[config.mk]
export PLATFORM = sky130hd
export DESIGN_NAME = bin2bcd_disp_feeder
export DESIGN_NICKNAME = d
export VERILOG_FILES = /design/src/rtl/bin2bcd_disp_feeder.sv
export SDC_FILE = /design/constraint.sdc
export NUM_CORES = 1
export LEC_CHECK = 0
export ABC_AREA = 1
export CAP_MARGIN = 20
export CORE_MARGIN = 4
export CORE_UTILIZATION = 35
export CTS_CLUSTER_DIAMETER = 100
export CTS_CLUSTER_SIZE = 24
export DETAILED_ROUTE_END_ITERATION = 8
export PLACE_DENSITY = 0.56
export SKIP_CTS_REPAIR_TIMING = 1
export SYNTH_ARGS = -nofsm -noshare
export SYNTH_HDL_FRONTEND = slang
export SYNTH_SLANG_ARGS = --single-unit
[constraint.sdc]
create_clock -name clk -period 1.85 [get_ports clk]
set_input_delay 0.37 -clock clk [delete_from_list [all_inputs] [get_ports clk]]
set_output_delay 0.37 -clock clk [all_outputs]
set_load 0.01 [all_outputs]
[src/rtl/bin2bcd_disp_feeder.sv]
// rtl/bin2bcd_disp_feeder.sv - sequential double-dabble binary-to-BCD feeder for the 7-segment scanner
module bin2bcd_disp_feeder #(
    parameter int DIV   = 50000,
    parameter int NBITS = 14
) (
    input  logic             clk,
    input  logic             rst_n,
    input  logic [NBITS-1:0] bin,
    input  logic             load,
    input  logic [1:0]       dp_sel,
    output logic             busy,
    output logic             done,
    output logic             ovf,
    output logic [15:0]      dat,
    output logic [1:0]       ptr,
    output logic             ce_disp
);

    localparam int CW = (DIV > 1) ? $clog2(DIV) : 1;
    localparam int SW = 16 + NBITS;

    typedef enum logic {IDLE, SHIFT} state_t;

    state_t          state, state_nx;
    logic [SW-1:0]   sreg, sreg_nx, adj;
    logic [3:0]      iter, iter_nx;
    logic [15:0]     dat_nx;
    logic [1:0]      ptr_nx;
    logic            ovf_nx, done_nx;
    logic [CW-1:0]   div_cnt;

    // Add-3 correction on every BCD nibble before the shift
    always_comb begin
        adj = sreg;
        for (int n = 0; n < 4; n++) begin
            if (sreg[NBITS + 4*n +: 4] >= 4'd5)
                adj[NBITS + 4*n +: 4] = sreg[NBITS + 4*n +: 4] + 4'd3;
        end
    end

    always_comb begin
        state_nx = state;
        sreg_nx  = sreg;
        iter_nx  = iter;
        dat_nx   = dat;
        ptr_nx   = ptr;
        ovf_nx   = ovf;
        done_nx  = 1'b0;
        case (state)
            IDLE: begin
                if (load) begin
                    ptr_nx = dp_sel;
                    if (bin > NBITS'(9999)) begin
                        dat_nx  = 16'hEEEE;
                        ovf_nx  = 1'b1;
                        done_nx = 1'b1;
                    end else begin
                        sreg_nx  = {16'h0000, bin};
                        iter_nx  = 4'd0;
                        ovf_nx   = 1'b0;
                        state_nx = SHIFT;
                    end
                end
            end
            SHIFT: begin
                sreg_nx = {adj[SW-2:0], 1'b0};
                iter_nx = iter + 4'd1;
                if (iter == 4'(NBITS - 1)) begin
                    dat_nx   = sreg_nx[SW-1:NBITS];
                    done_nx  = 1'b1;
                    state_nx = IDLE;
                end
            end
            default: state_nx = IDLE;
        endcase
    end

    always_ff @(posedge clk) begin
        if (!rst_n) begin
            state <= IDLE;
            sreg  <= '0;
            iter  <= 4'd0;
            dat   <= 16'h0000;
            ptr   <= 2'b00;
            ovf   <= 1'b0;
            done  <= 1'b0;
        end else begin
            state <= state_nx;
            sreg  <= sreg_nx;
            iter  <= iter_nx;
            dat   <= dat_nx;
            ptr   <= ptr_nx;
            ovf   <= ovf_nx;
            done  <= done_nx;
        end
    end

    // Scan tick runs freely, independent of conversions
    always_ff @(posedge clk) begin
        if (!rst_n)
            div_cnt <= '0;
        else if (div_cnt == CW'(DIV - 1))
            div_cnt <= '0;
        else
            div_cnt <= div_cnt + 1'b1;
    end

    assign ce_disp = (div_cnt == CW'(DIV - 1));
    assign busy    = (state == SHIFT);

endmodule

; ---- Yosys cells after proc, flatten, opt, wreduce, memory -nomap -nowiden
; Cells that the tools add are included.
[word_totals]
elab_cells = 53
regBits = 71
out_inout_bits = 22
input_bits = 19
[op_classes]
mux = 22
order_cmp = 5
addsub = 6
bitwise = 2
eq_ne = 6
n_reduce_logical = 4
[ops]
columns = op, n
row1 = two-way mux 30 bit, 2
row2 = one-hot mux 30 bit (2 select lines), 1
row3 = two-way mux 16 bit, 3
row4 = one-hot mux 16 bit (2 select lines), 1
row5 = two-way mux 4 bit, 5
row6 = "adder 16 x 1 -> 16 bit, second input constant", 1
row7 = "== test 16 bit, second input constant", 1
row8 = "greater-or-equal comparator 4 x 3 -> 1 bit, second input constant", 4
row9 = "greater-than comparator 14 bit, second input constant", 1
row10 = "adder 4 x 2 -> 4 bit, second input constant", 3
row11 = one-hot mux 4 bit (2 select lines), 1
row12 = two-way mux 1 bit, 6
row13 = "inequality test 2 bit, second input constant", 3
row14 = "adder 4 x 1 -> 4 bit, second input constant", 1
row15 = "== test 4 bit, second input constant", 1
row16 = one-hot mux 1 bit (2 select lines), 2
row17 = AND reduction 2 bit, 2
row18 = "adder 3 x 2 -> 3 bit, second input constant", 1
row19 = two-way mux 3 bit, 1
row20 = AND reduction 3 bit, 1
row21 = "inequality test 2 x 1 -> 1 bit, second input constant", 1
row22 = inverter 1 bit, 2
row23 = OR reduction 2 bit, 1

; ---- Logic depth before layout (Yosys ltp)
; Gate-level depths: netlist (run 1).
[logic_depth]
depth_word = 4
ltp_mapped = 11
mapped_depth_nobuf = 11

; ---- Worst setup path after synthesis (run 1)
; Ideal clock, no wire load.
[synth_timing]
path_kind = register to output
start = reg div_cnt[0]
end = out ce_disp
arrival_ns = 0.991
setup_slack_ns = 0.489
t_required_ns = 1.480
stages_incl_launch_ff = 8
path_buffers = 0
cell_sequence = dfxtp_1 ha_1 nand2_1 inv_1 nand2_1 nor2_1 nand3_1 inv_1
[synth_between]
elab_chain_cells = 1
[synth_rtl]
columns = item, line
row1 = start: declaration, 30  ; logic [CW-1:0] div_cnt;
row2 = start signal: assignment, 105  ; div_cnt <= div_cnt + 1'b1;
row3 = == test 16 bit, 108  ; assign ce_disp = (div_cnt == CW'(DIV - 1));
row4 = end: declaration, 16  ; output logic ce_disp
; No other way between the ends.

; ---- Worst setup path in the final report (run 1)
[layout_timing]
start = reg state (netlist: busy)
end = out busy
[layout_lines]
columns = item, line
row1 = start: declaration, 24  ; state_t state, state_nx;
row2 = start signal: assignment, 88  ; state <= state_nx;
row3 = end: declaration, 11  ; output logic busy,
; No word-level cell between the ends.

==> results of run 1 <==
[layer usage]
metal / track usage, % / vias to the layer above / part of all wire [%]
met4: 6.57 / 0 / 2.5
met1: 17.9 / 1377 / 49
met5: 0 / - / 0
met2: 21.8 / 61 / 44
met3: 3.34 / 20 / 5.0
li1: - / 1650 / -
[final cells by class]
type	count	area [sq um]
tap	129	161
multi-input combinational	333	1660
inverter	64	243
timing repair buffer	69	669
clock buffer	9	124
fill	953	4930
clock inverter	6	110
sequential	71	1420
[flip-flops by register name, summed over array words and instances (netlist names)]
name,flops
sreg,30
busy,1
iter,4
div_cnt,16
dat,16
ptr,2
done,1
ovf,1
[cell families after synthesis]
logic type | Yosys count | share of synthesized area [%]
adder cells (fa/ha/maj) | 11 | 4.06
buffers and inverters | 80 | 9.76
AO/OA/AOI/OAI | 57 | 8.83
flip-flops | 71 | 42.0
XOR/XNOR | 11 | 2.85
AND/OR/NAND/NOR | 254 | 32.5
[stage by stage]
stage / TNS [ps] / worst slack (ps) / hold slack [ps] / instances
final: 0 / 91.3 / 446 / 681
after global routing: -1.88 / -1.88 / 469 / 681
after global placement: -122 / -14.7 / 431 / 665
after floorplan: 0 / 489 / 418 / 484
after detailed placement: -521 / -70.8 / 432 / 665
after CTS: -472 / -472 / 449 / 680
[power groups by stage]
stage               combinational [mW]  sequential (mW)  clock (mW)
floorplan                        0.291             1.70           0
global placement                 0.515             1.69           0
detailed placement               0.523             1.69           0
CTS                              0.526             1.66        1.53
finish                           0.524             1.66        1.49
global route                     0.595             1.67        1.58
[worst max-delay path by stage]
stage,start,end,slack [ps]
after CTS,div_cnt[1]$_SDFF_PP0_,ce_disp,-470
after floorplan,div_cnt[0]$_SDFF_PP0_,ce_disp,490
after global placement,bin[5],dat[9]$_SDFFE_PN0P_,-10
after detailed placement,div_cnt[1]$_SDFF_PP0_,ce_disp,-70
after global routing,div_cnt[0]$_SDFF_PP0_,ce_disp,-2
final,busy$_SDFF_PN0_,busy,90
[cells in the final DEF, fill, tap and decap left out, types with 4 or more instances in the layout]
master / n
buf_4: 25
nand2_1: 109
nand3_1: 32
xor2_1: 10
dfxtp_1: 69
clkdlybuf4s50_1: 39
ha_1: 10
a21oi_1: 31
o21ai_0: 21
nand2_2: 6
nand4_1: 8
nand3_2: 5
nor2_2: 4
clkbuf_8: 9
buf_12: 4
nor2_1: 75
inv_1: 58
inv_2: 4
nor3_1: 5
[tightest hold or removal path, stage by stage, from the launching register on]
cell     delay [ps]
dfxtp_1         310
nand2_1          60
nand2_1          40
==> impl_results.md, run 1 <==
- Status: finished, final reports clean
- Syn-to-layout area delta: 29.8%
- Ranking of synthesized cells by area: dfxtp_1, nand2_1, nor2_1
- Net Sw Frac: 25.2%
- GRT Overall Usage: ~14%
- CTS max path bufs: 2
- Via count: 3108
- # DRC: 0
- Crit path largest cell delay: 580 ps
- Total chip power: 3.67 mW
- Vias in the first global route: a little under 3000
- H-tree Lvls: 3
- Post-synth ARST share: 0%
- Initial antenna violation count: 0
- Crit path DAT: 1390 ps
- WS Path Type: flop to primary output
- Worst skew pair latency: 350 ps
- Mapped Cells: 484
- Crit share post-route: ~95%
- VDD IR max: roughly 0.44 mV
- Core footprint: roughly 9300 sq um
- Grt total ovfl: 0
- Crit. End Element: primary output
- Starting Density: a little over a third
- R2R Path Start: div_cnt[0]$_SDFF_PP0_
- Clock-pin slew on the worst setup and hold paths: 80 ps
- Worst slew pin tran: 434 ps
- First-pass GRT wire length: ~13 mm
- Netlist Area Pre-Place: 3390 sq um
- Max Slew Vio Count: 0
- DR iter-0 viols: 115
- DR pass1 iterations: 4
- Largest net degree at the start of global routing: 25
- Flop pwr share: a little under half
- Hold Path Depth: 2
- Clock Skew: between 10 and 15 ps
- Hold Vio Cnt, Final: 0
- Post-route cell area: 4400 sq um
- Count leader, synth: nand2_1
- Setup crit start kind: flop
- Detailed Place HPWL: about 5.4 mm
- Fmax: between 500 and 600 MHz
- Max_cap viols: 0
- IO Pins: 41
- # clock sinks: just over 70
- Buf+Inv Stages, Crit Path: 1
- CTS tree: yes
- Largest delay contributor family on the critical path: buffers and inverters
- Die height: between 100 and 150 um
- Die footprint: 11300 sq um
- Post-synthesis net count: 514
- Antenna fix cells: 0
- # nets final: 578
- DIE WIDTH: 106 um
- #FFs+latches synth: 71
- Min Tclk post-route: between 1500 and 2000 ps
- RR Endpoint: div_cnt[10]$_SDFF_PP0_
- Min-Delay Path Class: flop to flop
- DRT Wirelength: between 7 and 8 mm
- CP max stage cell: clkdlybuf4s50_1
- Synth area leader: dfxtp_1
- Static leakage power: roughly 1.9 nW
- Final Util: between 40% and 50%
- Post-synth top cells: nand2_1, nor2_1, dfxtp_1
- Detail Route Antenna Nets: 0
- Final estimated routing congestion in global placement: 0.795
- Ys flop type: dfxtp_1
- Crit path depth: 1
- Inserted Clock Buffers: 9
- PwrDens: approximately 840 nW/um^2
- Cell Chain, Critical Path: clkdlybuf4s50_1
- Power Internal: about 2.7 mW
- Post-Place Cell Area: 4120 sq um
- Port bufs: 40
- Clock network fraction of design power: 40.5%
- Yosys top cell area share: between 40% and 50%
- Post-synth EDFFs: 0
- Fraction of layout cells with a size suffix above 1: a little over an eighth
- FF-to-FF path depth: 8
- WHS Endpoint: dat[7]$_SDFFE_PN0P_
- Row Count: 35
- Worst-path fanout max: 5
- Wirelength per Cell: around 11 um
- Setup violators final: 0
- CP required: about 1500 ps
- Worst slew margin: a little under three quarters
- Via density: around 4.6
- Net Switching: between 0.9 and 1 mW
- Gate power share: 14.3%
- Sequential area share after synthesis: around two fifths
- Root buffer cell: clkbuf_8
- Synth Warn #: 0
- Hold_sp: dat[7]$_SDFFE_PN0P_
- Avg Inst Size Synth: ~7 sq um
- R2R setup slack: about 300 ps
- Cell variety after synth: 32
(Power assumes the default switching activity.)
==> run 2: changes to the inputs <==
--- a/config.mk
+++ b/config.mk
@@ -13,7 +13,6 @@
 export CTS_CLUSTER_SIZE = 24
 export DETAILED_ROUTE_END_ITERATION = 8
 export PLACE_DENSITY = 0.56
-export SKIP_CTS_REPAIR_TIMING = 1
 export SYNTH_ARGS = -nofsm -noshare
 export SYNTH_HDL_FRONTEND = slang
 export SYNTH_SLANG_ARGS = --single-unit
==> run 2 against run 1 <==
  * Sequential share of layout area hardly changed
  * Sequential power hardly changed
  * Count of clock-buffer cells in the layout stayed put
  * Global-route usage is 0.051 points higher
  * Largest power group unchanged
  * Fmax is 0.11% higher
  * Cell count is 0.15% higher
  * Total power hardly changed
  * Highest routed layer unchanged
  * First-iteration DRC count is 5.2% lower
==> impl_results.md, run 2 (synthesis results as in run 1) <==
- Net Switching: between 0.9 and 1 mW
- Hold Vio Cnt, Final: 0
- Core footprint: 9330 sq um
- RSZ-0062 raised after global routing: no
- Setup TNS: 0 ps
- Vias in the first global route: around 2900
- Fmax: approximately 570 MHz
- Final estimated routing congestion in global placement: around 0.80
- # DRC: 0
- Max_cap viols: 0
- Finished Layout Cells: roughly 680
- DIE WIDTH: between 100 and 150 um
- DRT Wirelength: ~7.5 mm
- Worst-path fanout max: 5
- Min Tclk post-route: between 1500 and 2000 ps
- Most flop-heavy register: sreg
- Crit share post-route: 95.0%
- Detail Route Antenna Nets: 0
- Die height: about 110 um
- Largest net degree at the start of global routing: 25
- CP required: between 1000 and 1500 ps
- Clock-pin slew on the worst setup and hold paths: roughly 80 ps
- Worst slew margin: 70.9%
- Flop pwr share: between 40 and 50%
- # clock sinks: roughly 70
- Static leakage power: between 1.5 and 2 nW
- Max FFs per register: 30
- Buf+Inv Stages, Crit Path: 1
- Largest registers: sreg (30), dat (16), div_cnt (16)
- Max Slew Vio Count: 0
- Initial antenna violation count: 0
- Via density: approximately 4.6
- Worst skew pair latency: ~350 ps
- Detailed Place HPWL: about 5.4 mm
- Power Internal: about 2.7 mW
- Setup violators final: 0
- CTS tree: yes
- Net Sw Frac: around a quarter
- DR iter-0 viols: 109
- Min-Delay Path Class: flop to flop
- Wirelength per Cell: 11.1 um
- Setup crit start kind: flop
- Fraction of layout cells with a size suffix above 1: between 10% and 20%
- Via count: 3111
- CP max stage cell: clkdlybuf4s50_1
- Status: finished, final reports clean
- Crit. End Element: primary output
- # nets final: approximately 580
- Commonest non-fill, non-tap cell in the layout: nand2_1
- CTS max path bufs: 2
- Port bufs: 40
- Die footprint: 11300 sq um
- Starting Density: 36.3%
- Clock network fraction of design power: roughly two fifths
- Commonest cells after routing, fill and taps aside: nand2_1, nor2_1, dfxtp_1
- DR pass1 iterations: 4
- IO Pins: 41
- Crit path DAT: 1390 ps
- VDD IR max: 0.436 mV
- H-tree Lvls: 3
- Antenna fix cells: 0
- Largest delay contributor family on the critical path: buffers and inverters
- First-pass GRT wire length: roughly 13 mm
- Clock Skew: roughly 12 ps
- Syn-to-layout area delta: 29.9%
- PwrDens: ~830 nW/um^2
- Grt total ovfl: 0
- WS Path Type: flop to primary output
- Total chip power: 3.67 mW
- Gate power share: 14.3%
- Worst slew pin tran: around 440 ps
- Post-Place Cells: 665
- GRT Overall Usage: approximately 14%
- Row Count: 35
- Inserted Clock Buffers: 9
- Root buffer cell: clkbuf_8
- Crit path largest cell delay: 580 ps
- Cell Chain, Critical Path: clkdlybuf4s50_1
run 2: path summary, 6_finish.rpt:
path | start | end | slack, ps | cells after the start
worst min-delay path | dat[7]$_SDFFE_PN0P_ | dat[7]$_SDFFE_PN0P_ | 450 | 2
worst max register to register | div_cnt[0]$_SDFF_PP0_ | div_cnt[10]$_SDFF_PP0_ | 290 | 8
worst min register to register | dat[7]$_SDFFE_PN0P_ | dat[7]$_SDFFE_PN0P_ | 450 | 2
worst max-delay path | busy$_SDFF_PN0_ | busy | 90 | 1
run 2: routing by layer:
| metal | GRT usage [%] | part of all wire, % |
|---|---|---|
| met4 | 6.57 | 2.5 |
| met1 | 18.0 | 49 |
| met2 | 21.9 | 44 |
| met3 | 3.28 | 4.4 |
| met5 | 0 | 0 |
run 2: power by group through the flow:
stage | clock network [mW] | logic, mW | registers [mW]
finish | 1.49 | 0.527 | 1.66
global route | 1.58 | 0.598 | 1.67
CTS | 1.53 | 0.527 | 1.66
detailed placement | 0 | 0.523 | 1.69
global placement | 0 | 0.515 | 1.69
floorplan | 0 | 0.291 | 1.70
run 2: layout make-up:
| type | count | area, sq um |
|---|---|---|
| Fill cell | 954 | 4930 |
| Multi-Input combinational cell | 333 | 1670 |
| Sequential cell | 71 | 1420 |
| Clock inverter | 6 | 110 |
| Inverter | 64 | 243 |
| Clock buffer | 9 | 124 |
| Timing Repair Buffer | 70 | 671 |
| Tap cell | 129 | 161 |
run 2: repair_timing:
item                                    in CTS  in global routing
resized for setup                           11                  4
pin swaps                                    2                  1
setup buffers                                0                  2
hold buffers                                 0                  0
endpoints found under the setup margin       1                  1
run 2: worst reg2reg max path, cell delays in order, from the launching register on:
cell and delay, ps:
dfxtp_2 360, ha_4 140, nand2_2 60, buf_4 130
nor2_1 190, nand3_2 150, nor2_1 210, xor2_1 170
nor2_1 50
run 2: per-stage QoR:
stage / hold WS, ps / instance area [sq um] / util, % / setup slack (ps)
after floorplan: 418 / 3390 / - / 489
after global placement: 431 / 4120 / 44.2 / -14.7
after detailed placement: 432 / 4120 / 44.2 / -70.8
after CTS: 449 / 4360 / 46.8 / 4.79
after global routing: 469 / 4400 / 47.2 / 6.78
final: 446 / 4400 / 47.2 / 93.3
